File: config.mk
export PLATFORM = sky130hd
export DESIGN_NAME = csr_irq_unit
export DESIGN_NICKNAME = d
export VERILOG_FILES = /design/src/rtl/csr_irq_unit.sv
export SDC_FILE = /design/constraint.sdc
export NUM_CORES = 1
export LEC_CHECK = 0
export CAP_MARGIN = 10
export CORE_ASPECT_RATIO = 0.75
export CORE_UTILIZATION = 58
export DETAILED_ROUTE_END_ITERATION = 12
export PLACE_DENSITY = 0.86
export SETUP_SLACK_MARGIN = 0.2
export SLEW_MARGIN = 20
export SYNTH_ARGS = -nofsm -noshare
export SYNTH_HDL_FRONTEND = slang
export SYNTH_SLANG_ARGS = --single-unit
File: constraint.sdc
create_clock -name clk_i -period 4.3 [get_ports clk_i]
set_input_delay 0.86 -clock clk_i [delete_from_list [all_inputs] [get_ports clk_i]]
set_output_delay 0.86 -clock clk_i [all_outputs]
set_load 0.05 [all_outputs]
File: src/rtl/csr_irq_unit.sv
// Machine-mode CSR file with mtime/mtimecmp timer and fixed-priority interrupt selection; CSR_VECTORED_EN enables vectored mtvec mode.
// Reads, take_irq_o and irq_cause_o are combinational from registers; writes and strobes land at the clk_i edge; never stalls.
module csr_irq_unit #(
  parameter int NIRQ     = 4,
  parameter int XLEN     = 64,
  parameter int TICK_DIV = 25
) (
  input  logic            clk_i,
  input  logic            reset_i,
  input  logic [11:0]     cadr_i,
  input  logic            coe_i,
  input  logic            cwe_i,
  input  logic [XLEN-1:0] cdat_i,
  output logic [XLEN-1:0] cdat_o,
  output logic            cvalid_o,
  input  logic [NIRQ-1:0] irq_i,
  input  logic            trap_i,
  input  logic [3:0]      cause_i,
  input  logic [XLEN-1:0] epc_i,
  input  logic            irq_ack_i,
  input  logic            mret_i,
  input  logic            retire_i,
  output logic            take_irq_o,
  output logic [4:0]      irq_cause_o,
  output logic [XLEN-1:0] mtvec_o,
  output logic [XLEN-1:0] ivec_o,
  output logic [XLEN-1:0] mepc_o,
  output logic            mie_o,
  output logic            mpie_o
);
  localparam int              PW        = (TICK_DIV > 1) ? $clog2(TICK_DIV) : 1;
  localparam logic [1:0]      MXL       = (XLEN == 64) ? 2'd2 : 2'd1;
  localparam logic [XLEN-1:0] MISA_VAL  = {MXL, {(XLEN-11){1'b0}}, 9'h100};
  localparam logic [XLEN-1:0] MTVEC_RST = XLEN'(64'hFFFF_FFFF_FFFF_FE00);

  logic            status_mie_q, status_mie_d, status_mpie_q, status_mpie_d;
  logic            mtie_q, mtie_d;
  logic [NIRQ-1:0] irqen_q, irqen_d, sync1_q, sync2_q;
  logic [XLEN-1:0] mcause_q, mcause_d, mepc_q, mepc_d, mscratch_q, mscratch_d;
  logic [XLEN-1:0] mcycle_q, mcycle_d, minstret_q, minstret_d, mtime_q, mtime_d;
  logic [XLEN-1:0] mtimecmp_q, mtimecmp_d, mtvec_q, mtvec_d;
  logic [PW-1:0]   presc_q, presc_d;
  logic            tick, tmr_pend, timer_act;
  logic [NIRQ-1:0] irq_pend;
  logic [XLEN-1:0] rd_val, mstatus_v, mie_v, mip_v;

  assign tmr_pend   = mtime_q >= mtimecmp_q;
  assign timer_act  = tmr_pend & mtie_q;
  assign irq_pend   = sync2_q & irqen_q;
  assign take_irq_o = status_mie_q & ((|irq_pend) | timer_act);
  assign mtvec_o    = mtvec_q & ~(XLEN'(3));
  assign mepc_o     = mepc_q;
  assign mie_o      = status_mie_q;
  assign mpie_o     = status_mpie_q;

  // Lowest channel index wins; timer only when no channel is pending.
  always_comb begin
    irq_cause_o = 5'd0;
    if (timer_act) irq_cause_o = 5'd7;
    for (int k = NIRQ - 1; k >= 0; k--) begin
      if (irq_pend[k]) irq_cause_o = 5'(16 + k);
    end
  end

`ifdef CSR_VECTORED_EN
  assign ivec_o = mtvec_q[0] ? mtvec_o + XLEN'({irq_cause_o, 2'b00}) : mtvec_o;
`else
  assign ivec_o = mtvec_o;
`endif

  always_comb begin
    mstatus_v        = '0;
    mstatus_v[3]     = status_mie_q;
    mstatus_v[7]     = status_mpie_q;
    mstatus_v[12:11] = 2'b11;
    mie_v            = '0;
    mie_v[7]         = mtie_q;
    mie_v[16 +: NIRQ] = irqen_q;
    mip_v            = '0;
    mip_v[7]         = tmr_pend;
    mip_v[16 +: NIRQ] = sync2_q;
    cvalid_o         = 1'b1;
    rd_val           = '0;
    case (cadr_i)
      12'hF10: rd_val = MISA_VAL;
      12'hF14: rd_val = '0;
      12'h300: rd_val = mstatus_v;
      12'h304: rd_val = mie_v;
      12'h305: rd_val = mtvec_q;
      12'h340: rd_val = mscratch_q;
      12'h341: rd_val = mepc_q;
      12'h342: rd_val = mcause_q;
      12'h344: rd_val = mip_v;
      12'hF00: rd_val = mcycle_q;
      12'hF01: rd_val = mtime_q;
      12'hF02: rd_val = minstret_q;
      12'h7C0: rd_val = mtimecmp_q;
      default: cvalid_o = 1'b0;
    endcase
    cdat_o = (coe_i && cvalid_o) ? rd_val : '0;
  end

  always_comb begin
    status_mie_d  = status_mie_q;
    status_mpie_d = status_mpie_q;
    mtie_d        = mtie_q;
    irqen_d       = irqen_q;
    mcause_d      = mcause_q;
    mepc_d        = mepc_q;
    mscratch_d    = mscratch_q;
    mtimecmp_d    = mtimecmp_q;
    mtvec_d       = mtvec_q;
    tick          = (presc_q == PW'(TICK_DIV - 1));
    presc_d       = tick ? '0 : presc_q + 1'b1;
    mtime_d       = mtime_q + XLEN'(tick);
    mcycle_d      = mcycle_q + 1'b1;
    minstret_d    = minstret_q + XLEN'(retire_i);
    if (cwe_i) begin
      case (cadr_i)
        12'h304: begin
          mtie_d  = cdat_i[7];
          irqen_d = cdat_i[16 +: NIRQ];
        end
`ifdef CSR_VECTORED_EN
        12'h305: mtvec_d = {cdat_i[XLEN-1:2], 1'b0, cdat_i[0]};
`else
        12'h305: mtvec_d = {cdat_i[XLEN-1:2], 2'b00};
`endif
        12'h340: mscratch_d = cdat_i;
        12'h7C0: mtimecmp_d = cdat_i;
        default: ;
      endcase
    end
    // Trap/interrupt entry owns mepc, mcause and the status bits outright that cycle.
    if (trap_i) begin
      mepc_d        = epc_i;
      mcause_d      = XLEN'(cause_i);
      status_mpie_d = status_mie_q;
      status_mie_d  = 1'b0;
    end else if (irq_ack_i) begin
      mepc_d        = epc_i;
      mcause_d      = {1'b1, {(XLEN-6){1'b0}}, irq_cause_o};
      status_mpie_d = status_mie_q;
      status_mie_d  = 1'b0;
    end else begin
      if (mret_i) begin
        status_mie_d  = status_mpie_q;
        status_mpie_d = 1'b1;
      end else if (cwe_i && cadr_i == 12'h300) begin
        status_mie_d  = cdat_i[3];
        status_mpie_d = cdat_i[7];
      end
      if (cwe_i && cadr_i == 12'h341) mepc_d = {cdat_i[XLEN-1:2], 2'b00};
      if (cwe_i && cadr_i == 12'h342) mcause_d = cdat_i;
    end
  end

  always_ff @(posedge clk_i) begin
    if (reset_i) begin
      status_mie_q  <= 1'b0;
      status_mpie_q <= 1'b0;
      mtie_q        <= 1'b0;
      irqen_q       <= '0;
      mcause_q      <= '0;
      mepc_q        <= '0;
      mscratch_q    <= '0;
      mcycle_q      <= '0;
      minstret_q    <= '0;
      mtime_q       <= '0;
      presc_q       <= '0;
      mtimecmp_q    <= '1;
      mtvec_q       <= MTVEC_RST;
      sync1_q       <= '0;
      sync2_q       <= '0;
    end else begin
      status_mie_q  <= status_mie_d;
      status_mpie_q <= status_mpie_d;
      mtie_q        <= mtie_d;
      irqen_q       <= irqen_d;
      mcause_q      <= mcause_d;
      mepc_q        <= mepc_d;
      mscratch_q    <= mscratch_d;
      mcycle_q      <= mcycle_d;
      minstret_q    <= minstret_d;
      mtime_q       <= mtime_d;
      presc_q       <= presc_d;
      mtimecmp_q    <= mtimecmp_d;
      mtvec_q       <= mtvec_d;
      sync1_q       <= irq_i;
      sync2_q       <= sync1_q;
    end
  end
endmodule
==> metrics.md <==
| Metric | Value |
|---|---|
| Pleak | ~13 nW |
| CP Launch Point | mtime_q[62] |
| Fin crit period | 4.18 ns |
| Adder-Cell Fraction of Synth Area | 3.43% |
| Ys async rst share | 0% |
| Fill cell total of the finished layout | 2860 |
| Simple-gate share of the synthesized area | 26.1% |
| Maximum VDD drop | 0.331 mV |
| Starting DRT DRC Count | about 3500 |
| GRT Util Overall | roughly two fifths |
| Worst r2r src | presc_q[0] |
| Worst-skew pair later-pin latency | between 0.5 and 0.6 ns |
| Power per cell area | 306 nW/um^2 |
| TritonRoute pass-1 iters | 7 |
| Clock Path Buffers | 3 |
| TritonCTS clock tree | yes |
| CP most frequent cell | buf_4 |
| Num CTS Buffers | 50 |
| Post-synthesis mux area share | 0.160% |
| Worst slack at placement | -0.0237 ns |
| CP Capture Type | primary output |
| P_int | 7.83 mW |
| Placed Cells | roughly 4000 |
| Die height | 185 microns |
| Cell area after synthesis | roughly 26000 sq um |
| Layout Nets | 3767 |
| Clock root buffer | clkbuf_16 |
| #FFs+latches synth | 530 |
| CP Capture Point | cdat_o[7] |
| H-tree depth | 2 |
| Hold_ws | 0.452 ns |
| Synth top area cells | dfxtp_1, nand2_1, nor2_1, a22oi_1, a21oi_1 |
| Number of global-route vias before repair | 26100 |
| Synth Warn # | 0 |
| Status | finished clean |
| Syn Inst Count | 3252 |
| DP HPWL | 65100 microns |
| Non-filler cells, final | 4159 |
| Share of cells above drive strength 1 | 11.7% |
| Maximum capacitance violations | 0 |
| Worst R2R Path Depth | 10 |
| Final WL | 97200 microns |
| Port Buffers | 415 |
| Comb pwr share | 7.5% |
| Clock share of power | between 40 and 50% |
| Main synth FF type | dfxtp_1 |
| Worst min path class | flip-flop to flip-flop |
| Yosys top cell by area | dfxtp_1 |
| Hold path start | sync1_q[3] |
| CP max FO | 4 |
| Final hold vios | 0 |
| Post-synthesis compound-gate area fraction | between 10% and 20% |
| Detail Route Antenna Nets | 0 |
| Core area | 43700 sq um |
| XOR/XNOR Fraction of Synth Area | approximately 5.7% |
| Routed len/inst | 23.4 microns |
| Sequential power share | between 40% and 50% |
| Clock Skew | about 0.019 ns |
| Clock-pin slew on the worst setup and hold paths | 0.06 ns |
| Drt drc | 0 |
| Post-CTS Hold Buffers | 0 |
| Initial core utilization | ~59% |
| Die Wd | 246 microns |
| Die Footprint | about 45000 sq um |
| Syn Area/Cell | roughly 8.0 sq um |
| Post-synth EDFFs | 0 |
| CP max stage delay | 0.43 ns |
| Grt total ovfl | 0 |
| CP Cell Sequence | ha_1, nand4_1, nor3_1, a221o_1, a211oi_4, buf_4, o2111ai_4, o21ai_2, a31oi_2, buf_4, buf_12 |
| Slew Limit Headroom | 31.3% |
| Switching fraction of total power | 24.5% |
| WS Path Type | flip-flop to primary output |
| Netlist cell types | 66 |
| Seq/Total Area, Yosys | 41.0% |
| Worst-margin pin slew | 1.02 ns |
| Startpoint types | flip-flop |
| Fin crit share | a little under 100% |
| RSZ-0062 raised after global routing | yes |
| Reg2reg end | mtime_q[57] |
| Row count | 66 |
| Area Overhead vs Synth | 31.2% |
| Critical Path AT | 3.32 ns |
| IO Count | around 420 |
| Final setup fails | 0 |
| Crit path required time | 3.44 ns |
| Max frequency | 239 MHz |
| Main combinational cell family by area after synthesis | simple AND/OR/NAND/NOR gates |
| First-pass GRT wire length | 147000 microns |
| Initial antenna violation count | 1 |
| Via density per instance | 6.53 |
| Area share of the largest cell type after synthesis | 41.0% |
| RePlAce Congestion | 0.953 |
| Via count | roughly 27000 |
| Largest net degree at the start of global routing | 169 |
| P_sw | about 2.5 mW |
| Clk sink count | 530 |
| Final Max Slew Viols | 0 |
| Reg2reg setup slack | 1.05 ns |
| Worst path slowest cell | dfxtp_1 |
| Setup ws final | 0.124 ns |
flip-flops by register name, indices dropped and copies added (netlist names):
| name | count |
|---|---|
| mtime_q | 64 |
| mie_o | 1 |
| mtie_q | 1 |
| sync2_q | 4 |
| mpie_o | 1 |
| presc_q | 5 |
| mcause_q | 64 |
| mscratch_q | 64 |
| mtimecmp_q | 64 |
| irqen_q | 4 |
| minstret_q | 64 |
| mcycle_q | 64 |
| sync1_q | 4 |
| mtvec_q | 62 |
| mepc_o | 64 |
area by class of cell:
type	instances	area (sq um)	share of cell area, %
clock buffer	75	1530	4.50
antenna	2	5.00	0.0147
tap	578	723	2.13
timing repair buffer	524	6110	18.0
inverter	86	323	0.951
sequential	530	10600	31.4
clock inverter	16	148	0.435
multi-input combinational	2348	14500	42.6
power groups by stage:
stage / sequential (mW) / clock [mW] / combinational, mW
3_5_place_dp: 5.14 / 0 / 0.751
5_1_grt: 5.04 / 4.77 / 0.807
3_3_place_gp: 5.14 / 0 / 0.737
6_report: 5.04 / 4.57 / 0.774
4_1_cts: 5.03 / 4.56 / 0.759
2_1_floorplan: 5.29 / 0 / 0.221
cells by family (layout without fill, tap and decap cells):
family          Yosys count  count (layout)
fa+ha+maj                71              71
buf+inv                 378             701
mux                       4               4
compound gates          638             638
flops                   530             530
other cells               1               7
xor+xnor                168             168
simple gates           1462            1462
metal layers:
layer | global-route usage [%] | vias to the layer above | wire (microns)
li1 | - | 11900 | -
met1 | 55.3 | 12800 | 37200
met2 | 63.6 | 2108 | 42300
met3 | 9.11 | 374 | 13500
met4 | 18.1 | 0 | 4320
met5 | 0 | - | 0
cell usage in the layout, fill, tap and decap left out, types with 6 or more instances in the layout:
| cell type | count |
|---|---|
| a21o_1 | 6 |
| a21oi_1 | 183 |
| a221o_1 | 6 |
| a221oi_1 | 61 |
| a22o_1 | 55 |
| a22oi_1 | 135 |
| a311oi_1 | 62 |
| a31oi_1 | 17 |
| a31oi_2 | 44 |
| and2_1 | 9 |
| and3_1 | 37 |
| and4_1 | 22 |
| buf_12 | 98 |
| buf_4 | 72 |
| clkbuf_1 | 8 |
| clkbuf_16 | 52 |
| clkbuf_8 | 16 |
| clkdlybuf4s50_1 | 337 |
| clkinv_2 | 8 |
| dfxtp_1 | 504 |
| dfxtp_2 | 26 |
| ha_1 | 64 |
| ha_4 | 7 |
| inv_1 | 85 |
| nand2_1 | 735 |
| nand3_1 | 77 |
| nand3b_1 | 120 |
| nand4_1 | 49 |
| nor2_1 | 267 |
| nor2_4 | 8 |
| nor2b_1 | 17 |
| nor3_1 | 33 |
| nor4_1 | 14 |
| nor4_2 | 6 |
| o21ai_0 | 26 |
| or3_1 | 21 |
| xnor2_1 | 73 |
| xor2_1 | 95 |
metrics by stage:
step | area, sq um | utilization [%] | power, mW | setup TNS, ns
finish | 33900 | 77.7 | 10.4 | 0
global route | 33900 | 77.7 | 10.6 | 0
CTS | 33700 | 77.0 | 10.4 | 0
detailed placement | 31500 | 72.0 | 5.89 | -0.0378
global placement | 31500 | 72.0 | 5.88 | -0.00811
floorplan | 26100 | - | 5.51 | 0
synthesized netlist by cell type, types with 6 or more instances:
library cell and n:
nand4_1 49, a21o_1 6, buf_1 26, or3_1 23, clkbuf_1 192, a221oi_1 65
nand2_1 741, nand3b_1 120, nor3_1 36, and4_1 23, and2_1 13, nand3_1 82
o21ai_0 28, a31oi_1 66, and3_1 37, dfxtp_1 530, nor2_1 278, a22o_1 55
buf_4 67, xor2_1 95, nor2b_1 18, nor4_1 18, xnor2_1 73, ha_1 71
a311oi_1 62, a22oi_1 135, inv_1 86, buf_2 7, a221o_1 6, a21oi_1 186
critical path, delay by kind of cell, from the launching register on:
kind	cells	cell delay, ns
AND/OR/NAND/NOR	2	0.21
adder cells (fa/ha/maj)	1	0.32
flip-flops	1	0.43
AO/OA/AOI/OAI	5	1.27
buffers and inverters	3	0.50
repair_timing:
item                                    CTS  global route
pin swaps                                21            12
resized for setup                        81            41
endpoints found under the setup margin   68            68
gates cloned                              2             1
buffers inserted                         13             4
worst min path at each step:
stage	endpoint	slack (ns)	cells past startpoint
4_1_cts	sync2_q[3]	0.45	1
5_1_grt	sync2_q[2]	0.46	1
6_report	sync2_q[3]	0.45	1
3_5_place_dp	sync2_q[0]	0.44	1
2_1_floorplan	sync2_q[0]	0.41	1
3_3_place_gp	sync2_q[1]	0.42	1
(Power assumes the default switching activity.)
